File: src/rtl/mult_compare_display.sv
// Multiply/compare/display unit: shift-add multiplier with start/busy/done, product vs reference
// compare, and a multiplexed hex 7-segment display. Optional macro LEADING_ZERO_BLANK_EN blanks leading zero digits.
module mult_compare_display #(
  parameter int WIDTH    = 8,
  parameter int DIGITS   = 4,
  parameter int SCAN_DIV = 199999
) (
  input  logic                 clk,
  input  logic                 rst,
  input  logic [WIDTH-1:0]     bin,
  input  logic [2:0]           load,
  input  logic                 start,
  output logic                 busy,
  output logic                 done,
  output logic [2*WIDTH-1:0]   product,
  output logic [7:0]           cat,
  output logic [DIGITS-1:0]    segan,
  output logic [2:0]           compare
);

  localparam int PW = 2 * WIDTH;
  localparam int CW = $clog2(WIDTH + 1);
  localparam int SW = (SCAN_DIV > 0) ? $clog2(SCAN_DIV + 1) : 1;
  localparam int DW = (DIGITS > 1) ? $clog2(DIGITS) : 1;

  if (4 * DIGITS < 2 * WIDTH) begin : g_bad_digits
    $error("mult_compare_display: DIGITS too small to show the full product");
  end

  typedef enum logic [1:0] {
    IDLE = 2'd0,
    RUN  = 2'd1,
    DONE = 2'd2
  } state_t;

  state_t              state_r, state_s;
  logic                busy_s, done_s;
  logic                busy_r, done_r;
  logic [WIDTH-1:0]    a_r, b_r;
  logic [PW-1:0]       mcand_r, acc_r;
  logic [WIDTH-1:0]    mplier_r;
  logic [CW-1:0]       cnt_r;
  logic [PW-1:0]       product_r, ref_r;
  logic [2:0]          compare_r;
  logic [SW-1:0]       scan_r;
  logic [DW-1:0]       digit_r;
  logic [DIGITS-1:0]   segan_r, anode_s;
  logic [7:0]          cat_r;
  logic [4*DIGITS-1:0] disp_s;
  logic [3:0]          nib_s;
  logic                blank_s;

  function automatic logic [7:0] hex7(input logic [3:0] n);
    case (n)
      4'h0: hex7 = 8'hC0;
      4'h1: hex7 = 8'hF9;
      4'h2: hex7 = 8'hA4;
      4'h3: hex7 = 8'hB0;
      4'h4: hex7 = 8'h99;
      4'h5: hex7 = 8'h92;
      4'h6: hex7 = 8'h82;
      4'h7: hex7 = 8'hF8;
      4'h8: hex7 = 8'h80;
      4'h9: hex7 = 8'h90;
      4'hA: hex7 = 8'h88;
      4'hB: hex7 = 8'h83;
      4'hC: hex7 = 8'hC6;
      4'hD: hex7 = 8'hA1;
      4'hE: hex7 = 8'h86;
      4'hF: hex7 = 8'h8E;
      default: hex7 = 8'hFF;
    endcase
  endfunction

  // State register; busy/done are registered from the next state
  always_ff @(posedge clk) begin
    if (rst) begin
      state_r <= IDLE;
      busy_r  <= 1'b0;
      done_r  <= 1'b0;
    end else begin
      state_r <= state_s;
      busy_r  <= busy_s;
      done_r  <= done_s;
    end
  end

  // Next-state logic; start is only honoured in IDLE
  always_comb begin
    state_s = state_r;
    case (state_r)
      IDLE: begin
        if (start) state_s = RUN;
        else       state_s = IDLE;
      end
      RUN: begin
        if (cnt_r == CW'(1)) state_s = DONE;
        else                 state_s = RUN;
      end
      DONE:    state_s = IDLE;
      default: state_s = IDLE;
    endcase
  end

  // Output decode of the upcoming state
  always_comb begin
    busy_s = 1'b0;
    done_s = 1'b0;
    case (state_s)
      RUN:     busy_s = 1'b1;
      DONE:    done_s = 1'b1;
      IDLE:    busy_s = 1'b0;
      default: busy_s = 1'b0;
    endcase
  end

  // Operand/reference registers and the shift-add datapath.
  // The reference samples product_r before the DONE update lands, so a same-cycle capture gets the old product.
  always_ff @(posedge clk) begin
    if (rst) begin
      a_r       <= '0;
      b_r       <= '0;
      mcand_r   <= '0;
      mplier_r  <= '0;
      acc_r     <= '0;
      cnt_r     <= '0;
      product_r <= '0;
      ref_r     <= '0;
    end else begin
      if (!busy_r) begin
        if (load[0]) a_r <= bin;
        if (load[1]) b_r <= bin;
      end
      if (load[2]) ref_r <= product_r;
      case (state_r)
        IDLE: begin
          if (start) begin
            mcand_r  <= PW'(a_r);
            mplier_r <= b_r;
            acc_r    <= '0;
            cnt_r    <= CW'(WIDTH);
          end
        end
        RUN: begin
          if (mplier_r[0]) acc_r <= acc_r + mcand_r;
          mcand_r  <= mcand_r << 1;
          mplier_r <= mplier_r >> 1;
          cnt_r    <= cnt_r - CW'(1);
        end
        DONE:    product_r <= acc_r;
        default: ;
      endcase
    end
  end

  // Registered magnitude compare, one-hot LT/EQ/GT
  always_ff @(posedge clk) begin
    if (rst) compare_r <= 3'b010;
    else     compare_r <= {product_r > ref_r, product_r == ref_r, product_r < ref_r};
  end

  // Free-running scan prescaler and digit index
  always_ff @(posedge clk) begin
    if (rst) begin
      scan_r  <= '0;
      digit_r <= '0;
    end else if (scan_r == SW'(SCAN_DIV)) begin
      scan_r  <= '0;
      digit_r <= (digit_r == DW'(DIGITS - 1)) ? '0 : digit_r + DW'(1);
    end else begin
      scan_r  <= scan_r + SW'(1);
    end
  end

  // Product zero-extended to the full display width
  always_comb begin
    disp_s = '0;
    disp_s[PW-1:0] = product_r;
  end

  // Active-digit nibble select and one-cold anode pattern
  always_comb begin
    nib_s   = 4'h0;
    anode_s = '1;
    for (int d = 0; d < DIGITS; d++) begin
      if (digit_r == DW'(d)) begin
        nib_s      = disp_s[4*d +: 4];
        anode_s[d] = 1'b0;
      end else begin
        anode_s[d] = 1'b1;
      end
    end
  end

`ifdef LEADING_ZERO_BLANK_EN
  logic [DIGITS-1:0] upper_zero_s;
  logic              lz_run_s;

  // upper_zero_s[d]: nibble d and every nibble above it are zero; digit 0 is never blanked
  always_comb begin
    lz_run_s     = 1'b1;
    upper_zero_s = '0;
    blank_s      = 1'b0;
    for (int d = DIGITS - 1; d >= 0; d--) begin
      lz_run_s        = lz_run_s & (disp_s[4*d +: 4] == 4'h0);
      upper_zero_s[d] = lz_run_s;
    end
    for (int d = 1; d < DIGITS; d++) begin
      blank_s = blank_s | ((digit_r == DW'(d)) & upper_zero_s[d]);
    end
  end
`else
  assign blank_s = 1'b0;
`endif

  // Anodes and cathodes update on the same edge to avoid ghosting
  always_ff @(posedge clk) begin
    if (rst) begin
      segan_r <= '1;
      cat_r   <= 8'hFF;
    end else begin
      segan_r <= anode_s;
      cat_r   <= blank_s ? 8'hFF : hex7(nib_s);
    end
  end

  assign busy    = busy_r;
  assign done    = done_r;
  assign product = product_r;
  assign compare = compare_r;
  assign segan   = segan_r;
  assign cat     = cat_r;

endmodule
File: config.mk
export PLATFORM = sky130hd
export DESIGN_NAME = mult_compare_display
export DESIGN_NICKNAME = d
export VERILOG_FILES = /design/src/rtl/mult_compare_display.sv
export SDC_FILE = /design/constraint.sdc
export NUM_CORES = 1
export LEC_CHECK = 0
export ABC_CLOCK_PERIOD_IN_PS = 2650
export CORE_UTILIZATION = 44
export DETAILED_ROUTE_END_ITERATION = 10
export MAX_ROUTING_LAYER = met4
export PLACE_DENSITY_LB_ADDON = 0.25
export SLEW_MARGIN = 30
export SYNTH_ARGS = -nofsm -noshare
export SYNTH_HDL_FRONTEND = slang
export SYNTH_SLANG_ARGS = --single-unit
File: constraint.sdc
create_clock -name clk -period 2.65 [get_ports clk]
set_input_delay 0.3975 -clock clk [delete_from_list [all_inputs] [get_ports clk]]
set_output_delay 0.3975 -clock clk [all_outputs]
set_load 0.01 [all_outputs]
== Word level (Yosys, flattened, before mapping) ==
Memory sizes are Yosys's and may differ from the RTL's. A register that Yosys moved wholly into a read port is not among the register bits.
Index checks and enable logic that the tools add are counted.
Storage, ports and cells
  register bits after elaboration: 131
  latch bits: 0
  bits in writable memories: 0
  memory bits (read-only): 112
  output and inout bits: 33
  memories kept: 1
Memory list
  (no name shown): words 16, width 7, rd ports 1, clocked after memory_dff 1, wr ports 0, line 54  | case (n)
Operators by class
  $add $sub $neg: 4
  $mul: 0
  divide/modulo/power cells: 0
  order comparisons: 2
  equal/unequal tests: 12
  shift-type cells: 0
  mux-type cells: 23
  bitwise operators: 1
  reductions and logical operators: 8
Operator list (number)
  case mux 16 bit (2 select lines): 2
  two-way mux 16 bit: 3
  two-way mux 4 bit: 5
  adder 18 x 1 -> 18 bit, second input constant: 1
  == test 18 bit, second input constant: 1
  adder 16 bit: 1
  == test 16 bit: 1
  > comparator 16 bit: 1
  < comparator 16 bit: 1
  case mux 8 bit (2 select lines): 1
  == test 2 bit, second input constant: 4
  two-way mux 8 bit: 1
  case mux 4 bit (2 select lines): 1
  two-way mux 1 bit: 7
  == test 2 x 1 -> 1 bit, second input constant: 3
  AND reduction 2 bit: 3
  == test 4 x 1 -> 1 bit, second input constant: 1
  zero test 2 bit: 2
  two-way mux 2 bit: 2
  != test 2 bit, second input constant: 2
  case mux 2 bit (2 select lines): 1
  subtractor 4 x 1 -> 4 bit, second input constant: 1
  AND reduction 3 bit: 1
  adder 2 x 1 -> 2 bit, second input constant: 1
  3 further kinds: 3

== Depth between registers and ports, before layout ==
  word-level depth: 5
  gate-level depth with buffers: 12
  mapped depth without buffers: 11

== Worst setup path after synthesis ==
No wires, ideal clock.
  path kind: register to register
  from: register digit_r[0]
  to: register cat_r[3] (netlist: cat[3])
  setup time: 0.114 ns
  arrival time: 2.257 ns
  required time: 2.536 ns
  slack: 0.279 ns
  stages on the path, launching flop included: 13
  period minus slack after synthesis: 2.371 ns
  cell sequence: dfxtp_1 inv_1 ha_1 clkbuf_1 a21oi_1 o21ai_0 a22oi_1 inv_1 ha_1 nor2b_1 nor3b_1 o22ai_1 a21o_1
On the way
  cells in the longest elaborated chain, start to end: 5
RTL lines
  start: declaration: line 46  | logic [DW-1:0] digit_r;
  start signal: assignment: line 169  | digit_r <= (digit_r == DW'(DIGITS - 1)) ? '0 : digit_r + DW'(1);
  zero test 2 bit: line 186  | if (digit_r == DW'(d)) begin
  two-way mux 4 bit (3 in series): line 186
  two-way mux 4 bit (*): line 186
  end: declaration: line 48  | logic [7:0] cat_r;
Every way passes the cells marked *; elsewhere a longest branch is shown, timed or not.
A chain may end at the register's enable or synchronous reset.

== Final worst setup path ==
  from: register digit_r[1]
  to: register cat_r[0] (netlist: cat[0])
Same word-level chain as after synthesis.

==> results.sh <==
export IMPL_synth_avg_cell_area_um2=8.672
export IMPL_layout_common_cells="dfxtp_1, nor2_1, nand2_1"
export IMPL_drive_gt1_share_pct=6.684
export IMPL_tns_ns=0
export IMPL_skew_ns=0.006363
export IMPL_final_nets=811
export IMPL_synthesis_nets=770
export IMPL_finalSetupViolations=0
export IMPL_setup_slack_ns=0.2802
export IMPL_synthFlopType="dfxtp_1"
export IMPL_fp_dieW_um=120.4
export IMPL_outcome="finished clean"
export IMPL_cts_setup_buffers=0
export IMPL_clock_sinks=130
export IMPL_dpl_hpwl_um=9541
export IMPL_vias=5022
export IMPL_start_util_pct=45.83
export IMPL_totalWireLength_um=13240
export IMPL_viasPerCell=5.348
export IMPL_fillers=1236
export IMPL_final_common_cell="dfxtp_1"
export IMPL_clock_path_buffers=2
export IMPL_drt_pre_antenna_iters=5
export IMPL_crit_path_max_fanout=9
export IMPL_antenna_left=0
export IMPL_crit_path_top_delay_cell="dfxtp_1"
export IMPL_maxSlewHeadroom_pct=42.54
export IMPL_drv_cap=0
export IMPL_ys_top_cells_by_area="dfxtp_1, ha_1, nor2_1"
export IMPL_portBuffers=45
export IMPL_crit_path_cell_trace="inv_1, ha_1, a21oi_1, o21ai_0, a22oi_1, inv_1, ha_1, or3_1, o221ai_1, nand2b_1"
export IMPL_cts_root_buf="clkbuf_16"
export IMPL_crit_type="reg2reg"
export IMPL_chipHeight_um=120.4
export IMPL_start_kind="register"
export IMPL_netlist_area_leader_share_pct=42.21
export IMPL_drt_wirelength_per_cell_um=14.10
export IMPL_clkTransAtPathRegs_ns=0.06
export IMPL_grt_max_degree=45
export IMPL_clkLatencyLatePin_ns=0.41
export IMPL_coreArea_mm2=0.01345
export IMPL_cp_data_arrival_time_ns=2.67
export IMPL_crit_required_ns=2.95
export IMPL_async_flop_share_pct=0
export IMPL_period_share_pct=89.43
export IMPL_cp_end_kind="register"
export IMPL_drc=0
export IMPL_synth_cell_types=56
export IMPL_cellLeakagePower_uw=0.002943
export IMPL_fmax_ghz=0.4220
export IMPL_tightest_slew_ns=0.8600
export IMPL_netlist_area_mm2=0.006166
export IMPL_cts_htree_levels=4
export IMPL_ys_seq_elements=130
export IMPL_yosys_warnings=0
export IMPL_drt_iter0_drc=287
export IMPL_fp_dieArea_mm2=0.01449
export IMPL_rows=42
export IMPL_cts_buffers=17
export IMPL_layout_min_cycle_time_ns=2.370
export IMPL_cp_num_buf_inv=2
export IMPL_ir_worst_vdd_mv=0.4704
export IMPL_final_hold_violation_count=0
export IMPL_power_density_mw_per_mm2=621.0
export IMPL_tritoncts="done"
export IMPL_yosys_area_top_type="dfxtp_1"
export IMPL_rsz0062_at_grt="false"
export IMPL_area_delta_synth_final_pct=19.05
export IMPL_synth_cells=711
export IMPL_grt_pass1_vias=4717
export IMPL_diodes=0
export IMPL_place_ws_ns=0.2835
export IMPL_slowest_delay_ns=0.38
export IMPL_cp_top_family="compound AO/OA/AOI/OAI gates"
export IMPL_slew_viol_final=0
export IMPL_hold_class="in2reg"
export IMPL_io_pins=47
export IMPL_synth_edff_count=0
export IMPL_antenna_found_initial=0
export IMPL_grt_pass1_wl_um=22220
export IMPL_grt_usage_pct=19.93
export IMPL_overflow=0
export IMPL_place_congestion=0.9633
export IMPL_ys_seq_area_share_pct=42.21
-- timing repair --
item	4_1_cts	5_1_grt
hold buffers	0	0
setup endpoints to repair	0	1
resized for setup	0	2
-- layer usage --
layer	up-vias	part of all wire, %	GRT usage [%]
met2	120	47	32.11
met1	2332	47	23.89
li1	2550	-	-
met4	0	1.6	7.562
met5	-	0	-
met3	20	4.3	5.189
-- where the power goes --
group	internal [uW]	switching, uW	leakage (uW)
clock	1350	817	0.000263
combinational	137	193	0.00162
sequential	2020	46.9	0.00106
total	3500	1060	0.00294
-- final timing paths --
kind | start | endpoint | slack [ns] | depth (start not counted)
worst max-delay path | digit_r[1] | cat[0] | 0.28 | 10
worst max register to register | digit_r[1] | cat[0] | 0.28 | 10
worst min register to register | scan_r[0] | scan_r[0] | 0.47 | 1
worst min-delay path | rst | acc_r[6] | 0.39 | 2
-- state kept, by name (all words and copies together), names as in the netlist, 3 cells and up --
| name | cells |
|---|---|
| acc_r | 16 |
| ref_r | 16 |
| cnt_r | 4 |
| scan_r | 18 |
| compare | 3 |
| cat | 7 |
| product | 16 |
| mcand_r | 16 |
| mplier_r | 8 |
| b_r | 8 |
| a_r | 8 |
| segan | 4 |
-- final cells by class --
| cell class | count | area [um2] | share of cell area [%] |
|---|---|---|---|
| multi-input combinational | 517 | 3319 | 45.22 |
| sequential | 130 | 2603 | 35.45 |
| timing repair buffer | 57 | 535.5 | 7.295 |
| clock buffer | 21 | 470.5 | 6.409 |
| tap | 176 | 220.2 | 3.000 |
| inverter | 29 | 108.9 | 1.483 |
| clock inverter | 9 | 83.83 | 1.142 |
-- cells by family (layout without fill, tap and decap cells) --
family          Yosys count  after routing  synth area share, %
fa+ha+maj                45             45                9.253
other cells               1              1              0.06082
simple gates            263            263                18.79
flops                   130            130                42.21
xor+xnor                 32             32                4.545
compound gates          142            142                15.58
mux                      34             34                5.520
buf+inv                  64            116                4.038
-- cell usage after synthesis, drive strengths merged (3+ instances only) --
cell type,instances
a221o,4
nand4,8
a211oi,4
o21a,4
and2,4
nor2,106
inv,29
a22o,8
nor2b,10
mux2i,34
nor3,10
and3,5
a31oi,4
or3,5
a22oi,16
dfxtp,130
nand2,89
xor2,16
a21o,11
xnor2,16
nand2b,6
a311oi,13
nor3b,3
a21oi,48
o21ai,14
clkbuf,28
nand3,8
buf,7
ha,44
-- metrics by stage --
stage	area [um2]	instances	hold slack, ns	total power [uW]	utilization, %
2_1_floorplan	6166	711	0.4375	2323	-
3_3_place_gp	6782	909	0.4505	2424	50.41
3_5_place_dp	6782	909	0.4619	2435	50.41
4_1_cts	7336	939	0.3721	4602	54.53
5_1_grt	7341	939	0.4126	4753	54.57
6_report	7341	939	0.3940	4559	54.57
(Power assumes the default switching activity.)
